$ cat src/rtl/jtdd_irq_pkg.sv
// Shared constants for the jtdd interrupt controller: register indices,
// reserved-read value and the channel-count ceiling.
package jtdd_irq_pkg;

  localparam logic [2:0] REG_PEND   = 3'd0;
  localparam logic [2:0] REG_MASK   = 3'd1;
  localparam logic [2:0] REG_MODE   = 3'd2;
  localparam logic [2:0] REG_POL    = 3'd3;
  localparam logic [2:0] REG_SET    = 3'd4;
  localparam logic [2:0] REG_OVR    = 3'd5;
  localparam logic [2:0] REG_STATUS = 3'd6;

  localparam logic [7:0] RSV_RD     = 8'hFF;
  localparam int         MAX_CH     = 8;

endpackage

$ cat src/rtl/jtdd_irq_src.sv
// One interrupt channel front end: optional 2-flop synchroniser, polarity
// normalisation and edge/level set-pulse generation.
module jtdd_irq_src #(
  parameter bit SYNC = 1'b1
) (
  input  logic clk,
  input  logic rstn,
  input  logic i_sig,      // raw source
  input  logic i_pol,      // current polarity (1 = active-high / rising)
  input  logic i_pol_nxt,  // polarity that will be in force after this edge
  input  logic i_mode,     // 1 = level, 0 = edge
  input  logic i_cfg_wr,   // MODE or POL being written this cycle
  output logic o_set       // hardware set pulse for PEND
);

  logic w_sig;
  logic w_s;
  logic w_s_nxt;
  logic r_prev;

  generate
    if (SYNC) begin : g_sync
      logic r_sync1;
      logic r_sync2;

      // Two-flop synchroniser for the asynchronous source.
      always_ff @(posedge clk or negedge rstn) begin
        if (!rstn) begin
          r_sync1 <= 1'b0;
          r_sync2 <= 1'b0;
        end else begin
          r_sync1 <= i_sig;
          r_sync2 <= r_sync1;
        end
      end

      assign w_sig = r_sync2;
    end else begin : g_nosync
      assign w_sig = i_sig;
    end
  endgenerate

  // Normalised source: 1 means "asserted" whatever the polarity.
  assign w_s     = w_sig ^ ~i_pol;
  assign w_s_nxt = w_sig ^ ~i_pol_nxt;

  // Edge history; on a config write it reloads from the post-write view of
  // the source so a polarity flip cannot fake an edge next cycle.
  always_ff @(posedge clk or negedge rstn) begin
    if (!rstn) begin
      r_prev <= 1'b0;
    end else if (i_cfg_wr) begin
      r_prev <= w_s_nxt;
    end else begin
      r_prev <= w_s;
    end
  end

  // Set pulse: level follows s, edge fires on s 0->1; suppressed on config writes.
  always_comb begin
    o_set = 1'b0;
    if (i_cfg_wr) begin
      o_set = 1'b0;
    end else if (i_mode) begin
      o_set = w_s;
    end else begin
      o_set = w_s & ~r_prev;
    end
  end

endmodule

$ cat src/rtl/jtdd_irqctl.sv
// Parametrised interrupt controller for the jtdd main CPU: PEND/MASK/MODE/POL
// register file, software set, write-one-to-clear and priority encoding.
// Optional sticky overrun flags are built when JTDD_IRQ_OVERRUN_EN is defined.
module jtdd_irqctl
  import jtdd_irq_pkg::*;
#(
  parameter int         CH       = 3,
  parameter bit         SYNC     = 1'b1,
  parameter logic [7:0] MODE_RST = 8'h00,
  parameter logic [7:0] POL_RST  = 8'hFF
) (
  input  logic          clk,
  input  logic          rstn,
  input  logic          cen,
  input  logic [CH-1:0] sig,
  input  logic          cs,
  input  logic          wr,
  input  logic [2:0]    addr,
  input  logic [7:0]    din,
  output logic [7:0]    dout,
  output logic [CH-1:0] irqn,
  output logic          any_irq,
  output logic [2:0]    vector
);

  logic [CH-1:0] r_pend;
  logic [CH-1:0] r_mask;
  logic [CH-1:0] r_mode;
  logic [CH-1:0] r_pol;

  logic          w_wr;
  logic [CH-1:0] w_din;
  logic [CH-1:0] w_clr;
  logic [CH-1:0] w_set_sw;
  logic [CH-1:0] w_set_hw;
  logic [CH-1:0] w_pol_nxt;
  logic          w_cfg_wr;
  logic [CH-1:0] w_act;
  logic [2:0]    w_vector;
  logic [7:0]    w_ovr_rd;
  logic          w_unused_din;

  assign w_wr         = cs & wr & cen;
  assign w_din        = din[CH-1:0];
  assign w_unused_din = ^din;

  assign w_clr     = (w_wr && addr == REG_PEND) ? w_din : {CH{1'b0}};
  assign w_set_sw  = (w_wr && addr == REG_SET)  ? w_din : {CH{1'b0}};
  assign w_cfg_wr  = w_wr && ((addr == REG_MODE) || (addr == REG_POL));
  assign w_pol_nxt = (w_wr && addr == REG_POL) ? w_din : r_pol;

  generate
    for (genvar g = 0; g < CH; g++) begin : g_src
      jtdd_irq_src #(.SYNC(SYNC)) u_src (
        .clk       (clk),
        .rstn      (rstn),
        .i_sig     (sig[g]),
        .i_pol     (r_pol[g]),
        .i_pol_nxt (w_pol_nxt[g]),
        .i_mode    (r_mode[g]),
        .i_cfg_wr  (w_cfg_wr),
        .o_set     (w_set_hw[g])
      );
    end
  endgenerate

  // Pending flags: runs every clk so no hardware event is lost; set beats clear.
  always_ff @(posedge clk or negedge rstn) begin
    if (!rstn) begin
      r_pend <= {CH{1'b0}};
    end else begin
      r_pend <= (r_pend & ~w_clr) | w_set_hw | w_set_sw;
    end
  end

  // Mask register (CPU RW).
  always_ff @(posedge clk or negedge rstn) begin
    if (!rstn) begin
      r_mask <= {CH{1'b0}};
    end else if (w_wr && addr == REG_MASK) begin
      r_mask <= w_din;
    end else begin
      r_mask <= r_mask;
    end
  end

  // Mode register (CPU RW), 1 = level channel.
  always_ff @(posedge clk or negedge rstn) begin
    if (!rstn) begin
      r_mode <= MODE_RST[CH-1:0];
    end else if (w_wr && addr == REG_MODE) begin
      r_mode <= w_din;
    end else begin
      r_mode <= r_mode;
    end
  end

  // Polarity register (CPU RW), 1 = active-high / rising.
  always_ff @(posedge clk or negedge rstn) begin
    if (!rstn) begin
      r_pol <= POL_RST[CH-1:0];
    end else begin
      r_pol <= w_pol_nxt;
    end
  end

`ifdef JTDD_IRQ_OVERRUN_EN
  logic [CH-1:0] r_ovr;
  logic [CH-1:0] w_ovr_set;
  logic [CH-1:0] w_ovr_clr;

  assign w_ovr_set = w_set_hw & r_pend & ~w_clr;
  assign w_ovr_clr = (w_wr && addr == REG_OVR) ? w_din : {CH{1'b0}};
  assign w_ovr_rd  = 8'(r_ovr);

  // Sticky overrun flags: a new hardware event hit an unserviced request.
  always_ff @(posedge clk or negedge rstn) begin
    if (!rstn) begin
      r_ovr <= {CH{1'b0}};
    end else begin
      r_ovr <= (r_ovr & ~w_ovr_clr) | w_ovr_set;
    end
  end
`else
  assign w_ovr_rd = 8'h00;
`endif

  assign w_act = r_pend & r_mask;

  // Priority encoder: lowest-numbered unmasked pending channel wins.
  always_comb begin
    w_vector = 3'd0;
    for (int i = CH - 1; i >= 0; i--) begin
      if (w_act[i]) begin
        w_vector = 3'(i);
      end else begin
        w_vector = w_vector;
      end
    end
  end

  assign irqn    = ~w_act;
  assign any_irq = |w_act;
  assign vector  = w_vector;

  // Combinational read mux, no side effects.
  always_comb begin
    dout = RSV_RD;
    case (addr)
      REG_PEND:   dout = 8'(r_pend);
      REG_MASK:   dout = 8'(r_mask);
      REG_MODE:   dout = 8'(r_mode);
      REG_POL:    dout = 8'(r_pol);
      REG_SET:    dout = 8'h00;
      REG_OVR:    dout = w_ovr_rd;
      REG_STATUS: dout = {any_irq, 4'b0000, w_vector};
      default:    dout = RSV_RD;
    endcase
  end

endmodule

$ cat config.mk
export PLATFORM = sky130hd
export DESIGN_NAME = jtdd_irqctl
export DESIGN_NICKNAME = d
export VERILOG_FILES = /design/src/rtl/jtdd_irq_pkg.sv /design/src/rtl/jtdd_irq_src.sv /design/src/rtl/jtdd_irqctl.sv
export SDC_FILE = /design/constraint.sdc
export NUM_CORES = 1
export LEC_CHECK = 0
export CORE_ASPECT_RATIO = 1.1
export CORE_UTILIZATION = 47
export CTS_CLUSTER_SIZE = 16
export DETAILED_ROUTE_END_ITERATION = 10
export PLACE_DENSITY = 0.79
export SLEW_MARGIN = 20
export SYNTH_ARGS = -nofsm -noshare
export SYNTH_HDL_FRONTEND = slang
export SYNTH_SLANG_ARGS = --single-unit
export TNS_END_PERCENT = 20
$ cat constraint.sdc
create_clock -name clk -period 1.62 [get_ports clk]
set_input_delay 0.324 -clock clk [delete_from_list [all_inputs] [get_ports clk]]
set_output_delay 0.324 -clock clk [all_outputs]
set_load 0.02 [all_outputs]
# Word-level counts from Yosys, hierarchy flattened
# Index checks and enable logic that the tools add are counted.
# op_classes
reduce_logical,10
n_eq_ne,6
bitwise_logic,26
muxes,16
# op_table
operator,count
$pmux 8 s6,1
$eq 3x3->1 const B,3
$mux 1,9
$mux 3,3
$not 1->1,9
$and 3x3->3,2
$eq 3x2->1 const B,2
$logic_and 1x1->1,6
$mux 2,3
$not 3->3,2
$or 3x3->3,2
$xor 1x1->1,6
$and 1x1->1,5
$eq 3x1->1 const B,1
$logic_not 3->1,1
$reduce_or 3->1,1
$reduce_or 2->1,1
$logic_or 1x1->1,1
# word_totals
word_cells,71
out_inout_bits,15
register_bits,21

# Longest topological paths before layout
# depth
ltp_word,8
depth_mapped,5
mapped_depth_nobuf,3

# Hierarchy
# From an unflattened synthesis, not the netlist that was laid out.
# hier_totals
cells_unflattened,99
area_unflattened_um2,1131.1
# by_module_without_submodules
module,instances,cells_each,area_per_inst_um2
jtdd_irqctl,1,75,789.5
jtdd_irq_src,3,8,113.9

# Least setup slack after synthesis
# Ideal clock, no wire load.
# synth_path
path_type,input to output
start,input addr[0]
end,output dout[2]
t_required_ps,1296
path_slack_ps,-21
arrival_ps,1317
stages,4
cell_sequence,buf_4 buf_2 nor3b_1 o31ai_1
# synth_via
elab_chain_len,3
elab_cells_between_ends,9
# synth_lines
item,line,rtl
"start, declared",jtdd_irqctl.sv:18,"input logic [2:0] addr,"
$eq 3x3->1,jtdd_irqctl.sv:149,case (addr)
$reduce_or 2->1 (no source line),--,
$pmux 8 s6 *,jtdd_irqctl.sv:149,
"end, declared",jtdd_irqctl.sv:20,"output logic [7:0] dout,"
# Mark *: on every way between the ends. The rest lies on a longest branch, timed or not.

# Worst setup path after layout
# layout_path
start,register r_mask[0]
end,output dout[0]
# layout_via
elab_chain_len,3
# layout_lines
item,line,rtl
"start, declared",jtdd_irqctl.sv:27,logic [CH-1:0] r_mask;
"start signal, assigned",jtdd_irqctl.sv:79,r_mask <= {CH{1'b0}};
"start signal, assigned",jtdd_irqctl.sv:81,r_mask <= w_din;
"start signal, assigned",jtdd_irqctl.sv:83,r_mask <= r_mask;
$and 3x3->3,jtdd_irqctl.sv:128,assign w_act = r_pend & r_mask;
$mux 2,jtdd_irqctl.sv:134,if (w_act[i]) begin
$pmux 8 s6 *,jtdd_irqctl.sv:149,
# Marks and branches as above.

==> impl_results.md <==
* Final period utilization at 114%
* I/O Buffers at 27
* Post-CTS Hold Fix Bufs at 0
* Post-synthesis sequential area ratio at between 40% and 50%
* DIE AREA at 2750 um2
* Yosys top cell area share at 37.6%
* Final WL at 3250 um
* Routing usage on met2 at approximately 48%
* Most common flop cell mapped by yosys: dfrtp_1
* First-pass GRT wire length at 5160 um
* Critical path capture point type: primary output
* Final worst slack at -230 ps
* CTS H-tree lvls at 1
* Row cnt at 18
* Hpwl dp at between 2000 and 2500 um
* Share of flip-flops with an asynchronous set or reset at 100%
* Crit path launch type: flop
* Clock transition at path regs at roughly 130 ps
* Vias/cell at approximately 5.8
* Grt total ovfl at 0
* Layout cell share with drive strength beyond 1 at between 40% and 50%
* Worst vdd ir at 664 uV
* Area delta synth->final at 44.3%
* Commonest non-fill, non-tap cells in the layout: buf_4, dfrtp_1, clkdlybuf4s50_1
* Antenna-violating nets left at 0
* Non-Filler Instances at 196
* Power Density at ~870 nW/um2
* Max Cap Viol at 0
* GR Util met1 at 28.7%
* GRT Util Overall at 25.6%
* Clock root cell: clkbuf_4
* Final instance area at 1730 um2
* Initial antenna violation count at 0
* CP Class: flop to primary output
* Achievable Freq at 0.541 GHz
* Yosys cell types at 36
* Die height at 54.9 um
* Synth area leader: dfrtp_1
* Cells after Synth at approximately 110
* WL/cell at between 15 and 20 um
* Vias in the first global route at 1150
* Synth area leaders: dfrtp_1, dfstp_2, nand2b_1
* Chip width at approximately 50 um
* Ys Warns at 0
* Antenna fix cells at 0
* Clock sinks at 21
* Clock Skew at 11.5 ps
* DR pass1 iterations at 4
* # IOs at 34
* Outcome: finished with violations
* Most common cell after layout, fill and taps aside: buf_4
* Core Box Area at 2320 um2
* Arrival time worst endpoint at ~1500 ps
* Initial core utilization at 51.6%
* Failing checks: negative setup slack
* Hold violation count in the final report at 0
* CTS Buffer Depth at 2
* Placed insts at 187
* TritonCTS clock tree: yes
* Tightest Hold Check Type: primary input to asynchronous set/reset pin
* Post-synth EDFFs at 0
* Yosys reg bits at 21
* Leak pwr at 0.790 nW
* Pre-CTS WS at -827 ps
* Hold Slack at roughly 330 ps
* Placed cell areas at 1680 um2
* Cell Area, Synth at 1200 um2
* Setup_tns at -755 ps
* RSZ-0062 raised after global routing: yes
* GP Congestion at 0.843
* TritonCTS Buffers at 3
* Met3 usage at 5.46%
* Clock latency on the worst-skew pair at between 300 and 400 ps
* Reg2Reg Setup Slack at 350 ps
* Setup Viol. Count Final at 6
* Mean cell area of the mapped netlist at 11.2 um2
* Largest net degree at the start of global routing at 22
* Final Max Tran Viols at 0
* Fin crit period at 1850 ps
* DRC at 0
* GR peak layer: met2
* Final Net Count at 186
* Via count at 1134
* Initial DRC Count at 45
* Crit-path max FO at 3
* Worst path required time at 1300 ps
* Syn Nets at roughly 130
cell families (layout without fill, tap and decap cells):
family	count (synthesis)	after routing	share of synthesized area (%)
and+or+nand+nor	40	40	21.8
DFF	21	21	44.2
AOI/OAI and AO/OA	20	20	13.1
buffers and inverters	13	72	6.48
muxes	12	12	14.1
other	1	1	0.313
power breakdown:
group	leakage, nW	internal [mW]	switching (mW)	total, mW
combinational	0.537	0.312	0.270	0.582
sequential	0.239	0.603	0.0540	0.657
clock	0.0139	0.0944	0.172	0.267
Yosys cell counts (4+ instances only):
library cell / instances
nand2_1: 8
nand3_1: 6
inv_1: 5
buf_4: 5
nand2b_1: 9
mux2_2: 4
dfrtp_1: 18
worst max-delay path: stages (launching register included):
cell	delay (ps)
dfrtp_1	440
mux4_2	470
nand2_1	80
o31ai_1	60
buf_2	160
path summary, 6_finish.rpt:
path | from | end | depth (start not counted)
min | rstn | r_mask[0]$_DFFE_PN0P_ | 2
min reg2reg | g_src[1].u_src.g_sync.r_sync1$_DFF_PN0_ | g_src[1].u_src.g_sync.r_sync2$_DFF_PN0_ | 0
max in group asynchronous | rstn | r_pol[2]$_DFF_PN1_ | 2
min in group clk | g_src[1].u_src.g_sync.r_sync1$_DFF_PN0_ | g_src[1].u_src.g_sync.r_sync2$_DFF_PN0_ | 0
max reg2reg | r_pol[2]$_DFF_PN1_ | g_src[2].u_src.r_prev$_DFF_PN0_ | 4
max | r_mask[0]$_DFFE_PN0P_ | dout[0] | 4
per-stage QoR:
step	total power, mW	util (%)
after floorplan	0.932	-
after global placement	1.21	72.6
after detailed placement	1.23	72.6
after CTS	1.47	73.6
after global routing	1.59	74.5
final	1.51	74.5
cell type report:
cell class	count	area, um2
well taps	30	37.5
fillers	163	592
flip-flops and latches	21	529
repair buffers	63	495
clock buffers	3	22.5
clock inverters	1	7.51
multi-input cells	73	617
inverters	5	18.8
registers in the layout, indices dropped and copies added, names as in the netlist:
signal and count:
r_pend 3, r_mask 3, g_src.u_src.g_sync.r_sync2 3, r_mode 3, r_pol 3, g_src.u_src.r_prev 3, g_src.u_src.g_sync.r_sync1 3
what timing repair did:
item / 4_1_cts / 5_1_grt
gates resized for setup: 52 / 15
endpoints found under the setup margin: 17 / 13
gates cloned: 0 / 0
setup buffers: 2 / 3
pin swaps: 3 / 2
metal layers:
| metal | share of wire [%] | vias to the layer above |
|---|---|---|
| met4 | 2.2 | 0 |
| met1 | 39 | 547 |
| li1 | - | 522 |
| met2 | 53 | 54 |
| met3 | 5.4 | 11 |
| met5 | 0 | - |
(Power assumes the default switching activity.)
